### src/rtl/lever_pkg.sv
// -----------------------------------------------------------------------------
// lever_pkg
// Shared types and arithmetic for the analog lever emulator.
//   mode_e   : per-channel source select (3 is reserved and treated as HOLD)
//   state_e  : per-channel ramp FSM state
//   dir_e    : decoded D-pad direction
//   sat_step : saturating add/sub clamped to [0, max_val]
// -----------------------------------------------------------------------------
package lever_pkg;

    typedef enum logic [1:0] {
        HOLD   = 2'd0,
        SPRING = 2'd1,
        ANALOG = 2'd2
    } mode_e;

    typedef enum logic [1:0] {
        IDLE   = 2'd0,
        RAMP   = 2'd1,
        FAST   = 2'd2,
        RETURN = 2'd3
    } state_e;

    typedef enum logic [1:0] {
        DIR_NONE = 2'd0,
        DIR_UP   = 2'd1,
        DIR_DOWN = 2'd2
    } dir_e;

    // Working width for the saturating step; callers narrow the result back
    // to their own WIDTH, which is always well below this.
    localparam int SAT_W = 32;

    // Adds or subtracts step from cur without wrapping: the sum is formed one
    // bit wider than the operands so an overshoot is visible before clamping.
    function automatic logic [SAT_W-1:0] sat_step(
        input logic [SAT_W-1:0] cur,
        input logic [SAT_W-1:0] step,
        input logic             up,
        input logic [SAT_W-1:0] max_val
    );
        logic [SAT_W:0] sum;
        if (up) begin
            sum = {1'b0, cur} + {1'b0, step};
            return (sum > {1'b0, max_val}) ? max_val : sum[SAT_W-1:0];
        end
        return (step > cur) ? '0 : (cur - step);
    endfunction

endpackage

### src/rtl/lever_chan.sv
// -----------------------------------------------------------------------------
// lever_chan
// One lever channel: D-pad ramp FSM with hold counter and acceleration, spring
// return toward REST_VAL, and the signed-stick analog mapper.
// Ports:
//   clk_sys, reset_l : clock and synchronous active-low reset
//   tick             : shared prescaler strobe, paces every ramp/return step
//   inc, dec         : D-pad levels for this channel
//   analog           : signed two's-complement stick value
//   mode             : source select (HOLD / SPRING / ANALOG, 3 = HOLD)
//   value            : registered lever value
//   at_min, at_max   : value == 0 / value == MAX_VAL
// -----------------------------------------------------------------------------
module lever_chan
    import lever_pkg::*;
#(
    parameter int WIDTH       = 8,
    parameter int MAX_VAL     = 254,
    parameter int REST_VAL    = 0,
    parameter int ACCEL_TICKS = 32,
    parameter int FAST_STEP   = 4,
    parameter int INVERT      = 1
) (
    input  logic             clk_sys,
    input  logic             reset_l,
    input  logic             tick,
    input  logic             inc,
    input  logic             dec,
    input  logic [WIDTH-1:0] analog,
    input  logic [1:0]       mode,
    output logic [WIDTH-1:0] value,
    output logic             at_min,
    output logic             at_max
);

    // Counter wide enough to reach ACCEL_TICKS; it saturates so a long hold
    // with acceleration disabled never wraps back through the threshold.
    localparam int              HC_W   = $clog2(ACCEL_TICKS + 2);
    localparam logic [HC_W-1:0] HC_MAX = '1;
    localparam logic [HC_W-1:0] HC_ACC = HC_W'(ACCEL_TICKS);
    localparam logic [WIDTH-1:0] MAXV  = WIDTH'(MAX_VAL);
    localparam logic [WIDTH-1:0] RESTV = WIDTH'(REST_VAL);
    // A fresh ramp already has hold count 1, so ACCEL_TICKS == 1 goes
    // straight to fast stepping.
    localparam state_e ENTRY_ST = (ACCEL_TICKS == 1) ? FAST : RAMP;

    function automatic logic [WIDTH-1:0] step_val(
        input logic [WIDTH-1:0] cur,
        input int               step,
        input logic             up
    );
        return WIDTH'(sat_step(SAT_W'(cur), SAT_W'(step), up, SAT_W'(MAX_VAL)));
    endfunction

    state_e          state;
    dir_e            last_dir;
    logic [HC_W-1:0] hold_cnt;
    logic [HC_W-1:0] hold_inc;
    dir_e            dir;
    logic            is_spring;
    logic            is_analog;
    logic            dir_up;
    state_e          settle_st;
    logic [WIDTH-1:0] u;
    logic [WIDTH-1:0] raw;
    logic [WIDTH-1:0] mapped;
    logic [WIDTH-1:0] toward;

    always_comb begin
        dir = DIR_NONE;
        if (inc && !dec)
            dir = DIR_UP;
        else if (dec && !inc)
            dir = DIR_DOWN;
    end

    assign dir_up    = (dir == DIR_UP);
    assign is_spring = (mode == SPRING);
    assign is_analog = (mode == ANALOG);
    assign hold_inc  = (hold_cnt == HC_MAX) ? hold_cnt : hold_cnt + HC_W'(1);

    // Where a released lever goes: spring mode keeps pulling unless already
    // at rest, everything else just stops.
    assign settle_st = (is_spring && value != RESTV) ? RETURN : IDLE;

    // Adding 2^(WIDTH-1) to a two's-complement value is an MSB flip.
    assign u      = {~analog[WIDTH-1], analog[WIDTH-2:0]};
    assign raw    = (INVERT != 0) ? ~u : u;
    assign mapped = (raw > MAXV) ? MAXV : raw;

    assign toward = (value > RESTV) ? step_val(value, 1, 1'b0)
                                    : step_val(value, 1, 1'b1);

    always_ff @(posedge clk_sys) begin
        if (!reset_l) begin
            state    <= IDLE;
            value    <= RESTV;
            hold_cnt <= '0;
            last_dir <= DIR_NONE;
        end else if (is_analog) begin
            // Stick tracks every cycle; the FSM is parked so that leaving
            // analog starts from a clean IDLE at the current value.
            value    <= mapped;
            state    <= IDLE;
            hold_cnt <= '0;
            last_dir <= DIR_NONE;
        end else if (tick) begin
            case (state)
                IDLE: begin
                    if (dir != DIR_NONE) begin
                        state    <= ENTRY_ST;
                        value    <= step_val(value, 1, dir_up);
                        hold_cnt <= HC_W'(1);
                        last_dir <= dir;
                    end else if (is_spring && value != RESTV) begin
                        state <= RETURN;
                    end
                end
                RAMP: begin
                    if (dir == DIR_NONE) begin
                        state    <= settle_st;
                        hold_cnt <= '0;
                        last_dir <= DIR_NONE;
                    end else if (dir != last_dir) begin
                        state    <= ENTRY_ST;
                        value    <= step_val(value, 1, dir_up);
                        hold_cnt <= HC_W'(1);
                        last_dir <= dir;
                    end else begin
                        value    <= step_val(value, 1, dir_up);
                        hold_cnt <= hold_inc;
                        if (ACCEL_TICKS != 0 && hold_inc == HC_ACC)
                            state <= FAST;
                    end
                end
                FAST: begin
                    if (dir == DIR_NONE) begin
                        state    <= settle_st;
                        hold_cnt <= '0;
                        last_dir <= DIR_NONE;
                    end else if (dir != last_dir) begin
                        state    <= ENTRY_ST;
                        value    <= step_val(value, 1, dir_up);
                        hold_cnt <= HC_W'(1);
                        last_dir <= dir;
                    end else begin
                        value <= step_val(value, FAST_STEP, dir_up);
                    end
                end
                RETURN: begin
                    if (dir != DIR_NONE) begin
                        state    <= ENTRY_ST;
                        value    <= step_val(value, 1, dir_up);
                        hold_cnt <= HC_W'(1);
                        last_dir <= dir;
                    end else if (!is_spring || value == RESTV) begin
                        state <= IDLE;
                    end else begin
                        value <= toward;
                        if (toward == RESTV)
                            state <= IDLE;
                    end
                end
                default: state <= IDLE;
            endcase
        end
    end

    assign at_min = (value == '0);
    assign at_max = (value == MAXV);

endmodule

### src/rtl/lever_emu.sv
// -----------------------------------------------------------------------------
// lever_emu
// Multi-channel analog lever emulator between the joystick mux and the game
// core. A shared free-running prescaler paces every channel's ramp.
// Ports:
//   clk_sys, reset_l : clock and synchronous active-low reset
//   inc, dec         : per-channel D-pad levels (CHANNELS bits each)
//   analog           : per-channel signed stick values, WIDTH bits per channel
//   mode             : per-channel 2-bit source select
//   value            : per-channel lever value, WIDTH bits per channel
//   at_min, at_max   : per-channel limit flags
//   tick             : one-cycle prescaler strobe
// -----------------------------------------------------------------------------
module lever_emu
    import lever_pkg::*;
#(
    parameter int CHANNELS    = 2,
    parameter int WIDTH       = 8,
    parameter int TICK_DIV    = 196850,
    parameter int MAX_VAL     = 254,
    parameter int REST_VAL    = 0,
    parameter int ACCEL_TICKS = 32,
    parameter int FAST_STEP   = 4,
    parameter int INVERT      = 1
) (
    input  logic                      clk_sys,
    input  logic                      reset_l,
    input  logic [CHANNELS-1:0]       inc,
    input  logic [CHANNELS-1:0]       dec,
    input  logic [CHANNELS*WIDTH-1:0] analog,
    input  logic [CHANNELS*2-1:0]     mode,
    output logic [CHANNELS*WIDTH-1:0] value,
    output logic [CHANNELS-1:0]       at_min,
    output logic [CHANNELS-1:0]       at_max,
    output logic                      tick
);

    localparam int PW = $clog2(TICK_DIV);

    logic [PW-1:0] presc;

    // tick is registered one count early so it is high exactly while the
    // counter sits at TICK_DIV-1; this is why TICK_DIV must be at least 2.
    always_ff @(posedge clk_sys) begin
        if (!reset_l) begin
            presc <= '0;
            tick  <= 1'b0;
        end else begin
            if (presc == PW'(TICK_DIV - 1))
                presc <= '0;
            else
                presc <= presc + PW'(1);
            tick <= (presc == PW'(TICK_DIV - 2));
        end
    end

    for (genvar c = 0; c < CHANNELS; c++) begin : g_chan
        lever_chan #(
            .WIDTH      (WIDTH),
            .MAX_VAL    (MAX_VAL),
            .REST_VAL   (REST_VAL),
            .ACCEL_TICKS(ACCEL_TICKS),
            .FAST_STEP  (FAST_STEP),
            .INVERT     (INVERT)
        ) u_chan (
            .clk_sys(clk_sys),
            .reset_l(reset_l),
            .tick   (tick),
            .inc    (inc[c]),
            .dec    (dec[c]),
            .analog (analog[c*WIDTH +: WIDTH]),
            .mode   (mode[c*2 +: 2]),
            .value  (value[c*WIDTH +: WIDTH]),
            .at_min (at_min[c]),
            .at_max (at_max[c])
        );
    end

endmodule

### config.mk
export PLATFORM = sky130hd
export DESIGN_NAME = lever_emu
export DESIGN_NICKNAME = d
export VERILOG_FILES = /design/src/rtl/lever_pkg.sv /design/src/rtl/lever_chan.sv /design/src/rtl/lever_emu.sv
export SDC_FILE = /design/constraint.sdc
export NUM_CORES = 1
export LEC_CHECK = 0
export BUFFER_PORTS_ARGS = -buffer_cell sky130_fd_sc_hd__buf_2
export CAP_MARGIN = 0
export CORE_UTILIZATION = 40
export CTS_BUF_LIST = sky130_fd_sc_hd__clkbuf_8
export DETAILED_ROUTE_END_ITERATION = 12
export PLACE_DENSITY = 0.57
export REMOVE_ABC_BUFFERS = 1
export SLEW_MARGIN = 20
export SYNTH_ARGS = -nofsm -noshare
export SYNTH_HDL_FRONTEND = slang
export SYNTH_SLANG_ARGS = --single-unit
### constraint.sdc
create_clock -name clk_sys -period 3.3 [get_ports clk_sys]
set_input_delay 0.33 -clock clk_sys [delete_from_list [all_inputs] [get_ports clk_sys]]
set_output_delay 0.33 -clock clk_sys [all_outputs]
set_load 0.03 [all_outputs]
==> results.ini <==
[run_status]
outcome = finished, final reports clean

[timing]
grt_setup_unrepaired = false
finClkSkew_ns = 0.007874
max_slew.worst_pin.slew_ns = 0.9728
setup-violations-final = 0
fmax_ghz = 0.3564
fin_crit_ns = 2.806
report.final.slew_viol_count = 0
hold_ws_ns = 0.2726
fin_tns_setup_ns = 0
relSlewSlack_pct = 35.02
fin_crit_sh_pct = 85.04
hold_viol = 0

[route]
drt_first_pass_iters = 5
drc_errors = 0
routed_wl_um = 17270
ant_nets = 0
wl_per_cell_um = 17.54
num_vias = 6117
drtIter0Drc = 727
via_per_inst = 6.210

[global_routing]
track_usage_pct = 24.01
grt_max_degree = 33
grt_pass1_wl_um = 27450
antenna_found_initial = 0
grt_pass1_vias = 5354
grt-ovfl-total = 0

[setup_path]
cp-start-kind = flop
crit_type = reg -> reg
required_ns = 3.55
end_kind = flop
arrival_ns = 3.05
path_max_fanout = 10
rrSetupSlack_ns = 0.49

[die]
die_w_um = 119.3
rows = 42
core_area_um2 = 13350
start_util_pct = 41.26
die_height_um = 119.3
die_area_um2 = 14240
ios = 47

[yosys]
synthFlopType = dfxtp_1
synth_cell_types = 71
synth_seq_area_share_pct = 19.99
ys_warn_count = 0
yosys_register_bits = 55
async_flop_share_pct = 0
synth_top_area_share_pct = 19.99
netlist_area_um2 = 5508
syn_inst = 778
avgSynthCellArea_um2 = 7.079
synth_edf_count = 0
synth_area_leaders = dfxtp_1 (20%), ha_1 (8.0%), nor2_1 (5.6%)
synth_area_leader_cell = dfxtp_1

[clock_network]
cts.path.max_buffers = 2
cts_hold_buf = 0
clkTransAtPathRegs_ns = 0.11
numCtsBuffers = 5
tritoncts = built
cts_setup_buffers = 0
root_buffer = clkbuf_8
clkLatencyLatePin_ns = 0.33
ctsResizeCount = 0
clkSinkCount = 55
htree_levels = 2

[placement]
place_area_um2 = 5948
io_buffers = 46
dp_hpwl_um = 13210
dp.cells = 977
globalplace.congestion = 0.9967

[cells_and_area]
fillers = 1409
antenna-diode-count = 0
drive_above_1_share_pct = 11.25
synthToLayoutAreaGrowth_pct = 10.20
final_cells = 985
fin_nets = 869
finalInstanceArea_um2 = 6070

[pwr]
vdd_drop_max_mv = 0.1616
powerDensity_nw_per_um2 = 292.9
leakagePower_nw = 2.335

[worst_hold_path]
hp-class = in -> reg

[flow_run]
cap_violations = 0

[cell families (layout without fill, tap and decap cells)]
family | count (synthesis) | count (layout) | synth area share, %
xor+xnor | 39 | 39 | 6.202
compound gates | 238 | 238 | 29.03
fa+ha+maj | 35 | 35 | 7.951
flops | 55 | 55 | 19.99
simple gates | 313 | 313 | 28.67
mux | 9 | 9 | 1.636
buf+inv | 89 | 120 | 6.520
[placed cells by master (no fill, tap or decap), drive strengths merged, types with 9 or more instances in the layout]
cell type / netlist / routed
nand2b: 12 / 12
a21oi: 59 / 59
ha: 35 / 35
nor2b: 9 / 9
inv: 39 / 40
a21o: 9 / 9
mux2i: 9 / 9
nand2: 67 / 67
nor4: 9 / 9
nand4: 18 / 18
nand3: 28 / 28
o211ai: 10 / 10
xor2: 16 / 16
nor3: 28 / 28
dfxtp: 55 / 55
xnor2: 23 / 23
and2: 13 / 13
and3: 16 / 16
o22ai: 10 / 10
nor2: 82 / 82
a31oi: 12 / 12
a211oi: 15 / 15
o21ai: 49 / 49
buf: 8 / 73
[per-stage QoR]
step / setup slack, ns / utilization, % / power [mW]
floorplan: 0.2142 / - / 1.096
global placement: 0.5853 / 44.56 / 1.275
detailed placement: 0.5454 / 44.56 / 1.273
CTS: 0.5115 / 45.47 / 1.786
global route: 0.2926 / 45.47 / 1.875
finish: 0.4938 / 45.47 / 1.778
[flip-flops by register name (all words and copies together), names as in the netlist]
name and count:
g_chan.u_chan.hold_cnt 12, tick 1, g_chan.u_chan.last_dir 4, presc 18, g_chan.u_chan.value 16, g_chan.u_chan.state 4
[cell type report]
| class | count | area, µm² | share of cell area (%) |
|---|---|---|---|
| multi-input combinational | 634 | 4048 | 66.69 |
| sequential | 55 | 1101 | 18.14 |
| timing repair buffer | 73 | 432.9 | 7.133 |
| tap | 176 | 220.2 | 3.628 |
| inverter | 39 | 146.4 | 2.412 |
| clock buffer | 6 | 82.58 | 1.361 |
| clock inverter | 2 | 38.79 | 0.6390 |
[synth_stat cells (4+ instances only)]
| library cell | number |
|---|---|
| a211oi_1 | 15 |
| a21boi_0 | 4 |
| a21o_1 | 9 |
| a21oi_1 | 59 |
| a2bb2oi_1 | 6 |
| a311oi_1 | 5 |
| a31oi_1 | 12 |
| a32oi_1 | 4 |
| and2_1 | 11 |
| and3_1 | 16 |
| and4_1 | 5 |
| buf_4 | 4 |
| clkbuf_1 | 42 |
| dfxtp_1 | 55 |
| ha_1 | 35 |
| inv_1 | 39 |
| mux2i_1 | 9 |
| nand2_1 | 67 |
| nand2b_1 | 12 |
| nand3_1 | 28 |
| nand3b_1 | 5 |
| nand4_1 | 18 |
| nor2_1 | 82 |
| nor2b_1 | 9 |
| nor3_1 | 27 |
| nor4_1 | 8 |
| o211ai_1 | 10 |
| o21a_1 | 4 |
| o21ai_0 | 49 |
| o22ai_1 | 10 |
| o311a_1 | 5 |
| o311ai_0 | 6 |
| o31ai_1 | 6 |
| or3_1 | 5 |
| or4_1 | 5 |
| xnor2_1 | 23 |
| xor2_1 | 16 |
[critical path, cell delays in order, from the launching register on]
cell and delay, ns:
dfxtp_1 0.51, inv_1 0.16, ha_1 0.27, and2_1 0.17, nand2_1 0.15, inv_1 0.12
a221oi_1 0.30, nor2_1 0.10, o311a_1 0.34, or4_1 0.52, o31ai_1 0.08
[routing by layer]
| metal | wire (µm) | vias up | GRT usage [%] |
|---|---|---|---|
| li1 | - | 2925 | - |
| met2 | 7309 | 272 | 35.79 |
| met3 | 1282 | 39 | 4.119 |
| met5 | 0 | - | 0 |
| met4 | 442 | 0 | 7.969 |
| met1 | 8238 | 2881 | 34.67 |
[final timing paths]
check	start	to	cells past startpoint
worst max-delay path	g_chan[1].u_chan.value[2]$_SDFFE_PN0P_	g_chan[1].u_chan.state[1]$_SDFFE_PP0P_	10
worst min-delay path	analog[14]	g_chan[1].u_chan.value[6]$_SDFFE_PN0P_	3
worst max register to register	g_chan[1].u_chan.value[2]$_SDFFE_PN0P_	g_chan[1].u_chan.state[1]$_SDFFE_PP0P_	10
worst min register to register	g_chan[1].u_chan.hold_cnt[1]$_SDFFE_PP0P_	g_chan[1].u_chan.hold_cnt[1]$_SDFFE_PP0P_	2
[report_power, final]
group	leakage [nW]	switching, mW	internal [mW]
registers	0.446	0.0260	0.678
logic	1.83	0.361	0.208
clock network	0.0618	0.254	0.250
total	2.34	0.641	1.14
Note: power is estimated with default switching activity, not from simulation.
